## config.mk

```make
export PLATFORM = sky130hd
export DESIGN_NAME = uart_tx_fifo_cfg_flat
export DESIGN_NICKNAME = d
export VERILOG_FILES = /design/src/rtl/uart_tx_fifo_cfg_if.sv /design/src/rtl/uart_tx_fifo_cfg.sv /design/src/flat_wrapper.sv
export SDC_FILE = /design/constraint.sdc
export NUM_CORES = 1
export LEC_CHECK = 0
export ABC_CLOCK_PERIOD_IN_PS = 2800
export BUFFER_PORTS_ARGS = -buffer_cell sky130_fd_sc_hd__clkbuf_2
export CORE_MARGIN = 2
export CORE_UTILIZATION = 44
export CTS_CLUSTER_SIZE = 30
export DETAILED_ROUTE_END_ITERATION = 10
export HOLD_SLACK_MARGIN = 0.06
export PLACE_DENSITY_LB_ADDON = 0.05
export SYNTH_ARGS = -nofsm -noshare
export SYNTH_HDL_FRONTEND = slang
export SYNTH_SLANG_ARGS = --single-unit
```

## constraint.sdc

```tcl
create_clock -name clk -period 2.8 [get_ports clk]
set_input_delay 0.56 -clock clk [delete_from_list [all_inputs] [get_ports clk]]
set_output_delay 0.56 -clock clk [all_outputs]
set_load 0.03 [all_outputs]
```

## src/rtl/uart_tx_fifo_cfg_if.sv

```systemverilog
// Host write-side bundle for uart_tx_fifo_cfg: write data/strobe plus FIFO status flags.
interface uart_tx_fifo_cfg_if #(
  parameter int DATA_BITS  = 8,
  parameter int FIFO_DEPTH = 16
);
  logic [DATA_BITS-1:0]       tx_data_in;
  logic                       tx_write;
  logic                       tx_full;
  logic                       tx_empty;
  logic [$clog2(FIFO_DEPTH):0] tx_level;
  logic                       tx_almost_full;
  logic                       tx_overflow;

  modport master (
    output tx_data_in, tx_write,
    input  tx_full, tx_empty, tx_level, tx_almost_full, tx_overflow
  );

  modport slave (
    input  tx_data_in, tx_write,
    output tx_full, tx_empty, tx_level, tx_almost_full, tx_overflow
  );
endinterface

```

## src/rtl/uart_tx_fifo_cfg.sv

```systemverilog
// UART transmitter: TX FIFO plus 5..9 data bit frame engine with optional parity and 1/2 stop bits.
// Optional macro UART_TX_BREAK_EN adds tx_break (hold line low between frames while asserted).
//
// state    | meaning
// S_IDLE   | line high, waiting for a tick with queued data
// S_START  | start bit (low) on the line
// S_DATA   | data bits, LSB first
// S_PARITY | parity bit on the line
// S_STOP   | stop bit(s), high
// S_BREAK  | break: line held low (break build only)
// S_MARK   | one full high bit period after break (break build only)
module uart_tx_fifo_cfg #(
  parameter int DATA_BITS   = 8,
  parameter int FIFO_DEPTH  = 16,
  parameter int PARITY_MODE = 0,
  parameter int STOP_BITS   = 1,
  parameter int AF_THRESH   = 12
) (
  input  logic              clk,
  input  logic              reset_n,
  input  logic              baud_tick,
`ifdef UART_TX_BREAK_EN
  input  logic              tx_break,
`endif
  uart_tx_fifo_cfg_if.slave host,
  output logic              tx,
  output logic              tx_busy
);
  localparam int AW = $clog2(FIFO_DEPTH);
  localparam int LW = AW + 1;
  localparam int CW = 4;

  if (DATA_BITS < 5 || DATA_BITS > 9) begin : g_bad_data_bits
    $error("DATA_BITS must be in 5..9");
  end
  if (FIFO_DEPTH < 2 || (FIFO_DEPTH & (FIFO_DEPTH - 1)) != 0) begin : g_bad_depth
    $error("FIFO_DEPTH must be a power of 2, at least 2");
  end
  if (PARITY_MODE < 0 || PARITY_MODE > 2) begin : g_bad_parity
    $error("PARITY_MODE must be 0, 1 or 2");
  end
  if (STOP_BITS < 1 || STOP_BITS > 2) begin : g_bad_stop
    $error("STOP_BITS must be 1 or 2");
  end
  if (AF_THRESH < 1 || AF_THRESH > FIFO_DEPTH) begin : g_bad_af
    $error("AF_THRESH must be in 1..FIFO_DEPTH");
  end

  typedef enum logic [2:0] {
    S_IDLE, S_START, S_DATA, S_PARITY, S_STOP
`ifdef UART_TX_BREAK_EN
    , S_BREAK, S_MARK
`endif
  } state_t;

  logic [DATA_BITS-1:0] mem [FIFO_DEPTH];
  logic [AW-1:0]        wr_ptr, rd_ptr;
  logic [LW-1:0]        level;
  logic                 overflow;
  logic                 full, empty, push, load;
  logic [DATA_BITS-1:0] head;

  state_t               state, state_nxt;
  logic [DATA_BITS-1:0] shreg, shreg_nxt;
  logic [CW-1:0]        cnt, cnt_nxt;
  logic                 par_bit, par_nxt, tx_nxt, busy_nxt;

  // Flags come from the level register only, so tx_write never reaches them combinationally.
  assign full  = (level == LW'(FIFO_DEPTH));
  assign empty = (level == '0);
  assign push  = host.tx_write && !full;
  assign head  = mem[rd_ptr];

  assign host.tx_full        = full;
  assign host.tx_empty       = empty;
  assign host.tx_level       = level;
  assign host.tx_almost_full = (level >= LW'(AF_THRESH));
  assign host.tx_overflow    = overflow;

  always_ff @(posedge clk) begin
    if (push) mem[wr_ptr] <= host.tx_data_in;
  end

  always_ff @(posedge clk or negedge reset_n) begin
    if (!reset_n) begin
      wr_ptr   <= '0;
      rd_ptr   <= '0;
      level    <= '0;
      overflow <= 1'b0;
    end else begin
      if (push) wr_ptr <= wr_ptr + 1'b1;
      if (load) rd_ptr <= rd_ptr + 1'b1;
      level    <= level + LW'(push) - LW'(load);
      overflow <= host.tx_write && full;
    end
  end

  always_comb begin
    state_nxt = state;
    shreg_nxt = shreg;
    cnt_nxt   = cnt;
    par_nxt   = par_bit;
    tx_nxt    = tx;
    busy_nxt  = tx_busy;
    load      = 1'b0;
    case (state)
      S_IDLE: begin
`ifdef UART_TX_BREAK_EN
        if (baud_tick && tx_break) begin
          state_nxt = S_BREAK;
          tx_nxt    = 1'b0;
          busy_nxt  = 1'b1;
        end else
`endif
        if (baud_tick && !empty) load = 1'b1;
      end
      S_START: if (baud_tick) begin
        state_nxt = S_DATA;
        tx_nxt    = shreg[0];
        cnt_nxt   = CW'(DATA_BITS - 1);
      end
      S_DATA: if (baud_tick) begin
        if (cnt != '0) begin
          shreg_nxt = shreg >> 1;
          tx_nxt    = shreg[1];
          cnt_nxt   = cnt - 1'b1;
        end else if (PARITY_MODE != 0) begin
          state_nxt = S_PARITY;
          tx_nxt    = par_bit;
        end else begin
          state_nxt = S_STOP;
          tx_nxt    = 1'b1;
          cnt_nxt   = CW'(STOP_BITS - 1);
        end
      end
      S_PARITY: if (baud_tick) begin
        state_nxt = S_STOP;
        tx_nxt    = 1'b1;
        cnt_nxt   = CW'(STOP_BITS - 1);
      end
      S_STOP: if (baud_tick) begin
        if (cnt != '0) cnt_nxt = cnt - 1'b1;
`ifdef UART_TX_BREAK_EN
        else if (tx_break) begin
          state_nxt = S_BREAK;
          tx_nxt    = 1'b0;
        end
`endif
        else if (!empty) load = 1'b1;
        else begin
          state_nxt = S_IDLE;
          busy_nxt  = 1'b0;
        end
      end
`ifdef UART_TX_BREAK_EN
      // Line rises as soon as break drops; the first tick then opens one full high period.
      S_BREAK: if (!tx_break) begin
        state_nxt = S_MARK;
        tx_nxt    = 1'b1;
        cnt_nxt   = CW'(1);
      end
      S_MARK: if (baud_tick) begin
        if (cnt != '0) cnt_nxt = cnt - 1'b1;
        else if (tx_break) begin
          state_nxt = S_BREAK;
          tx_nxt    = 1'b0;
        end else if (!empty) load = 1'b1;
        else begin
          state_nxt = S_IDLE;
          busy_nxt  = 1'b0;
        end
      end
`endif
      default: begin
        state_nxt = S_IDLE;
        tx_nxt    = 1'b1;
        busy_nxt  = 1'b0;
      end
    endcase
    // Pop and start bit share one edge; back-to-back frames reuse this path from S_STOP.
    if (load) begin
      state_nxt = S_START;
      shreg_nxt = head;
      par_nxt   = (PARITY_MODE == 2) ? ~^head : ^head;
      cnt_nxt   = '0;
      tx_nxt    = 1'b0;
      busy_nxt  = 1'b1;
    end
  end

  always_ff @(posedge clk or negedge reset_n) begin
    if (!reset_n) begin
      state   <= S_IDLE;
      shreg   <= '0;
      cnt     <= '0;
      par_bit <= 1'b0;
      tx      <= 1'b1;
      tx_busy <= 1'b0;
    end else begin
      state   <= state_nxt;
      shreg   <= shreg_nxt;
      cnt     <= cnt_nxt;
      par_bit <= par_nxt;
      tx      <= tx_nxt;
      tx_busy <= busy_nxt;
    end
  end
endmodule

```

## src/flat_wrapper.sv

```systemverilog
// flat-port wrapper written by rule: the top's interface ports become plain ports
module uart_tx_fifo_cfg_flat 
#(
  parameter int DATA_BITS   = 8,
  parameter int FIFO_DEPTH  = 16,
  parameter int PARITY_MODE = 0,
  parameter int STOP_BITS   = 1,
  parameter int AF_THRESH   = 12
)
  (clk, reset_n, baud_tick, tx, tx_busy, host_tx_data_in, host_tx_write, host_tx_full, host_tx_empty, host_tx_level, host_tx_almost_full, host_tx_overflow);
  uart_tx_fifo_cfg_if #(.DATA_BITS(DATA_BITS), .FIFO_DEPTH(FIFO_DEPTH)) host_i ();
  input  logic clk;
  input  logic reset_n;
  input  logic baud_tick;
  output logic tx;
  output logic tx_busy;
  input wire logic [$bits(host_i.tx_data_in)-1:0] host_tx_data_in;
  input wire logic [$bits(host_i.tx_write)-1:0] host_tx_write;
  output wire logic [$bits(host_i.tx_full)-1:0] host_tx_full;
  output wire logic [$bits(host_i.tx_empty)-1:0] host_tx_empty;
  output wire logic [$bits(host_i.tx_level)-1:0] host_tx_level;
  output wire logic [$bits(host_i.tx_almost_full)-1:0] host_tx_almost_full;
  output wire logic [$bits(host_i.tx_overflow)-1:0] host_tx_overflow;
  assign host_i.tx_data_in = host_tx_data_in;
  assign host_i.tx_write = host_tx_write;
  assign host_tx_full = host_i.tx_full;
  assign host_tx_empty = host_i.tx_empty;
  assign host_tx_level = host_i.tx_level;
  assign host_tx_almost_full = host_i.tx_almost_full;
  assign host_tx_overflow = host_i.tx_overflow;
  uart_tx_fifo_cfg #(.DATA_BITS(DATA_BITS), .FIFO_DEPTH(FIFO_DEPTH), .PARITY_MODE(PARITY_MODE), .STOP_BITS(STOP_BITS), .AF_THRESH(AF_THRESH)) u_core (.clk(clk), .reset_n(reset_n), .baud_tick(baud_tick), .host(host_i), .tx(tx), .tx_busy(tx_busy));
endmodule
```

### Yosys cells after proc, flatten, opt, wreduce, memory -nomap -nowiden

Memory sizes are Yosys's and may differ from the RTL's.
Index checks and enable logic that the tools add are counted.

| word-level totals | value |
|---|---|
| bits in registers | 31 |
| bits in writable memories | 128 |
| input bits | 12 |
| output and inout port bits | 11 |
| logic and storage cells | 90 |
| memories kept | 1 |

| operators by class | value |
|---|---|
| $add $sub $neg | 5 |
| order comparisons | 1 |
| equal/unequal tests | 16 |
| mux-type cells | 39 |
| reduce and logical (&&, ||, !) cells | 19 |

Memory list:

| name | depth | width | rd ports | clocked after memory_dff | wr ports | line | RTL |
|---|---|---|---|---|---|---|---|
| u_core.mem | 16 | 8 | 1 | 0 | 1 | uart_tx_fifo_cfg.sv:56 | `logic [DATA_BITS-1:0] mem [FIFO_DEPTH];` |

Operator list:

| cell | number |
|---|---|
| 8-bit two-way mux | 4 |
| 4-bit two-way mux | 7 |
| 3-bit two-way mux | 8 |
| 3-bit by 2-bit inequality test with 1-bit output (second input constant) | 6 |
| 4-bit case mux with 4 select lines | 1 |
| 1-bit two-way mux | 15 |
| 3-bit case mux with 5 select lines | 1 |
| 4-bit by 1-bit adder with 4-bit output (second input constant) | 2 |
| 4-bit AND reduction | 2 |
| 8-bit AND reduction | 1 |
| 3-bit by 2-bit equality test with 1-bit output (second input constant) | 2 |
| 2-bit by 1-bit inequality test with 1-bit output (second input constant) | 3 |
| 3-bit by 1-bit inequality test with 1-bit output (second input constant) | 2 |
| 6-bit AND reduction | 1 |
| 2-bit nonzero test | 3 |
| 5-bit by 1-bit adder with 5-bit output | 1 |
| 5-bit equality test (second input constant) | 1 |
| 5-bit by 4-bit >= comparator with 1-bit output (second input constant) | 1 |
| 5-bit zero test | 1 |
| 5-bit nonzero test | 1 |
| 5-bit by 1-bit subtractor with 5-bit output | 1 |
| 1-bit case mux with 2 select lines | 2 |
| 1-bit case mux with 4 select lines | 1 |
| 4-bit nonzero test | 1 |
| 9 further kinds | 12 |

### Logic depth before layout (Yosys ltp)

| depth | value |
|---|---|
| depth after elaboration | 7 |
| mapped depth | 14 |
| gate-level depth less buffers | 13 |

### Worst setup path before layout

No wires, ideal clock.

| timing | value |
|---|---|
| path type | flip-flop to flip-flop |
| start | reg u_core.level[2] (netlist: u_core.host.tx_level[2]) |
| end | reg u_core.level[4] (netlist: u_core.host.tx_level[4]) |
| setup time | 0.080 ns |
| arrival | 3.242 ns |
| required time | 2.720 ns |
| path slack | -0.522 ns |
| stages on the path, launching flop included | 12 |
| buffers on the path | 1 |
| period minus slack after synthesis | 3.322 ns |
| path through | dfrtp_1 inv_1 ha_1 nor4bb_1 nor2b_1 clkbuf_1 ha_1 fa_1 a21oi_1 nor2_1 nor2_1 xnor2_1 |

| on the way | value |
|---|---|
| elaborated cells between the ends (all ways) | 13 |
| classes of those cells | add/sub: 2; eq/ne: 1; mux: 5; reduce/logical: 5 |

RTL lines:

| item | line | RTL |
|---|---|---|
| start, declared | uart_tx_fifo_cfg.sv:58 | `logic [LW-1:0] level;` |
| start signal, assigned | uart_tx_fifo_cfg.sv:93 | `level <= level + LW'(push) - LW'(load);` |
| 5-bit equality test | uart_tx_fifo_cfg.sv:69 | `assign full = (level == LW'(FIFO_DEPTH));` |
| named net host_tx_full | flat_wrapper.sv:19 | `output wire logic [$bits(host_i.tx_full)-1:0] host_tx_full;` |
| 1-bit zero test | uart_tx_fifo_cfg.sv:71 | `assign push = host.tx_write && !full;` |
| 1-bit logical AND | uart_tx_fifo_cfg.sv:71 |  |
| named net u_core.push | uart_tx_fifo_cfg.sv:60 | `logic full, empty, push, load;` |
| 5-bit by 1-bit adder with 5-bit output | uart_tx_fifo_cfg.sv:93 |  |
| 5-bit by 1-bit subtractor with 5-bit output | uart_tx_fifo_cfg.sv:93 |  |

The timed path passes the listed nets, and every way through them passes these cells.
A chain may end at the register's enable or synchronous reset.

### Worst setup path in the final report

| timing | value |
|---|---|
| start | reg u_core.level[3] (netlist: u_core.host.tx_level[3]) |
| end | reg u_core.level[4] (netlist: u_core.host.tx_level[4]) |

| on the way | value |
|---|---|
| longest elaborated chain between the ends | 6 |
| elaborated cells between the ends (all ways) | 13 |
| classes of those cells | add/sub: 2; eq/ne: 1; mux: 5; reduce/logical: 5 |

RTL lines:

| item | line |
|---|---|
| branches (longest 5 deep; another with 5-bit by 1-bit adder with 5-bit output) | n/a |
| 5-bit by 1-bit subtractor with 5-bit output (*) | uart_tx_fifo_cfg.sv:93 |

Every way passes the cells marked *.

==> flow_summary.ini <==
[finish]
drive_gt1_frac = 0.2739
fin_nets = 465
finalInstanceArea_um2 = 7736
synthToLayoutAreaGrowth_pct = 14.42
fillCellCount = 1270
multiInputGateArea_um2 = 2033
regArea_um2 = 4624
num_antenna_cells = 0

[floorplan]
rows = 45
die_h_um = 128.0
initial_core_util = 0.4481
coreArea_um2 = 15090
dieArea_um2 = 16380
die_w_um = 128.0
io_pins = 23

[placement]
routabilityCongestion = 0.7778
port_buffers = 22
placed_area_um2 = 7214
detailed_place_hpwl_mm = 8.720

[cts]
clk_latency_ns = 0.42
clock_path_buffers = 2
h-tree-depth = 4
clkSlewWorstSetupHoldPaths_ns = 0.06
cts_root_buf = clkbuf_16
cts_tree = done
cts_buffers = 17
clock-sinks = 159

[logic_synthesis]
synth.area.mux_share = 0.1379
yosysWarnings = 0
ys.flop_type = edfxtp_1
async_flop_share = 0.1950
syn_inst = 397
synth_nets = 425
syn_area_per_cell_um2 = 17.03
synth_compound_area_frac = 0.04312
post_synth_fa_ha_maj_area_fraction = 0.03072
synth-edff-count = 128
synth_cell_types = 50
synthSimpleGateAreaFrac = 0.06699
synth_xor_area_frac = 0.01295
synth_top_family_by_area = multiplexers
ys_seq_elements = 159
ys_seq_area_frac = 0.6834
synth_area_um2 = 6761

[sta]
rsz0062_at_grt = false
clock_skew_ns = 0.005149
setup_tns_ns = 0
finalHoldViolCount = 0
max_slew.worst_pin.slew_ns = 0.9115
period_minus_slack_ns = 2.639
period_share = 0.9424
slew_viol_final = 0
clock.fmax_ghz = 0.3790
finalSetupViolCount = 0
timing.slew.headroom = 0.3901

[global_route]
grt-ovfl-total = 0
grt_pass1_wl_mm = 21.31
grtUsageTotal = 0.1807
grt_pass1_vias = 3714
grt_max_degree = 36
antenna_found_initial = 0

[drt]
wirelength_mm = 13.17
met1_length_mm = 5.632
vias = 3552
drt_first_pass_iters = 4
route.detailed.wl_per_inst_um = 20.67
first_iter_violations = 192
ant_nets = 0
highest_layer = met4
wl_met2_mm = 6.756
wl_met3_um = 446
drc = 0
viasPerCell = 5.576

[run]
drv_cap = 0

[outcome]
status = finished clean

[setup_path]
startpoint_type = flip-flop
critPathKind = flip-flop to flip-flop
worst_ep_required_time_ns = 3.14
cp.arrival_ns = 2.98
reg2reg_slack_ns = 0.16
path_max_fanout = 4
endpoint_kind = flip-flop

[power_and_ir_drop]
ir_drop_mv = 0.4996
power_leakage_uw = 0.002745
power.density_nw_per_um2 = 1063

[worst_hold_path]
hp-class = input pin to asynchronous set/reset pin
==> cell families after synthesis <==
family          Yosys count
buf+inv                  36
xor+xnor                 10
mux                      53
simple gates             83
flops                   159
compound gates           40
fa+ha+maj                16
==> sequential cells by signal (all words and copies together), names as in the netlist <==
register	cells
u_core.wr_ptr	4
u_core.tx_busy	1
u_core.tx	1
u_core.mem	128
u_core.state	3
u_core.host.tx_level	5
u_core.cnt	4
u_core.rd_ptr	4
u_core.shreg	8
u_core.host.tx_overflow	1
==> per-stage QoR <==
step	total power (uW)	hold WS (ns)	util	setup WS [ns]	std cells
2_1_floorplan	5479	0.2644	-	0.007961	397
6_report	8223	0.2330	0.5127	0.1614	637
3_5_place_dp	6283	0.5066	0.4781	0.1444	605
3_3_place_gp	6262	0.5024	0.4781	0.1689	605
5_1_grt	8758	0.2877	0.5127	0.007065	637
4_1_cts	8337	0.2531	0.5120	0.1319	636
==> worst max-delay path, stage by stage, from the launching register on <==
cell and delay [ns]:
dfrtp_2 0.43, inv_2 0.09, ha_4 0.13, or4b_4 0.49, o2111ai_4 0.13, inv_4 0.06, ha_4 0.25, inv_2 0.03
ha_4 0.15, fa_2 0.37, a21oi_2 0.13, nor2_1 0.05, nor2_1 0.12, xnor2_1 0.12
==> repair_timing <==
action / in CTS / in global routing
setup endpoints to repair: 0 / 6
hold buffers: 0 / 0
gates resized for setup: 0 / 1
setup buffers: 0 / 1
==> layer usage <==
layer,track usage,vias up
met5,0,-
met4,0.07563,0
met3,0.04299,21
met2,0.2998,77
met1,0.2298,1830
li1,-,1624
==> cells in the mapped netlist, types with 2 or more instances <==
cell	instances	area (um^2)
nor2b_1	3	18.77
a31oi_1	3	18.77
nand4_1	2	12.51
a221oi_2	2	30.03
buf_1	2	7.510
nand2b_1	6	37.54
mux2i_1	20	200.2
xor2_1	2	17.52
buf_4	4	30.03
inv_1	14	52.55
o21ai_0	13	65.06
nand3_1	10	50.05
nand2_1	12	45.04
and2_1	3	18.77
clkbuf_1	7	26.28
mux4_2	32	720.7
a21oi_1	5	25.02
or2_2	2	12.51
nor2_1	22	82.58
dfrtp_1	30	750.7
nor3_1	7	35.03
nand3b_1	4	30.03
buf_2	7	35.03
edfxtp_1	128	3844
xnor2_1	8	70.07
and3_1	4	25.02
o22ai_1	4	25.02
ha_1	15	187.7
a21o_1	2	15.01
a211o_1	3	26.28
a221oi_1	2	17.52
==> cell usage in the layout, fill, tap and decap left out, types with 8 or more instances in the layout <==
cell	n
edfxtp_1	128
mux4_2	32
dfrtp_1	27
clkbuf_2	22
nor2_1	21
mux2i_1	20
buf_4	19
clkbuf_16	17
o21ai_0	13
nand2_1	12
ha_1	12
inv_1	11
nand3_1	10
xnor2_1	8
==> power breakdown <==
part,internal [uW],leakage [uW],switching [uW],total [uW]
clock network,1190,0.000257,852,2040
logic,1320,0.000963,1570,2890
registers,2990,0.00153,301,3290
total,5500,0.00275,2720,8220
==> cell type report <==
cell class,count,area share
flip-flops and latches,159,0.5978
inverters,15,0.007601
clock buffers,20,0.05645
multi-input cells,202,0.2628
repair buffers,42,0.03526
well taps,188,0.03041
clock inverters,11,0.009704
==> path summary, 6_finish.rpt <==
path	to	cells past startpoint	from
max	u_core.host.tx_level[4]	13	u_core.host.tx_level[3]
min	u_core.host.tx_level[4]	1	reset_n
max reg2reg	u_core.host.tx_level[4]	13	u_core.host.tx_level[3]
min reg2reg	u_core.shreg[7]	2	u_core.shreg[7]
max in group asynchronous	u_core.rd_ptr[0]	1	reset_n
min in group clk	u_core.host.tx_overflow	2	host_tx_write
Note: power is estimated with default switching activity, not from simulation.
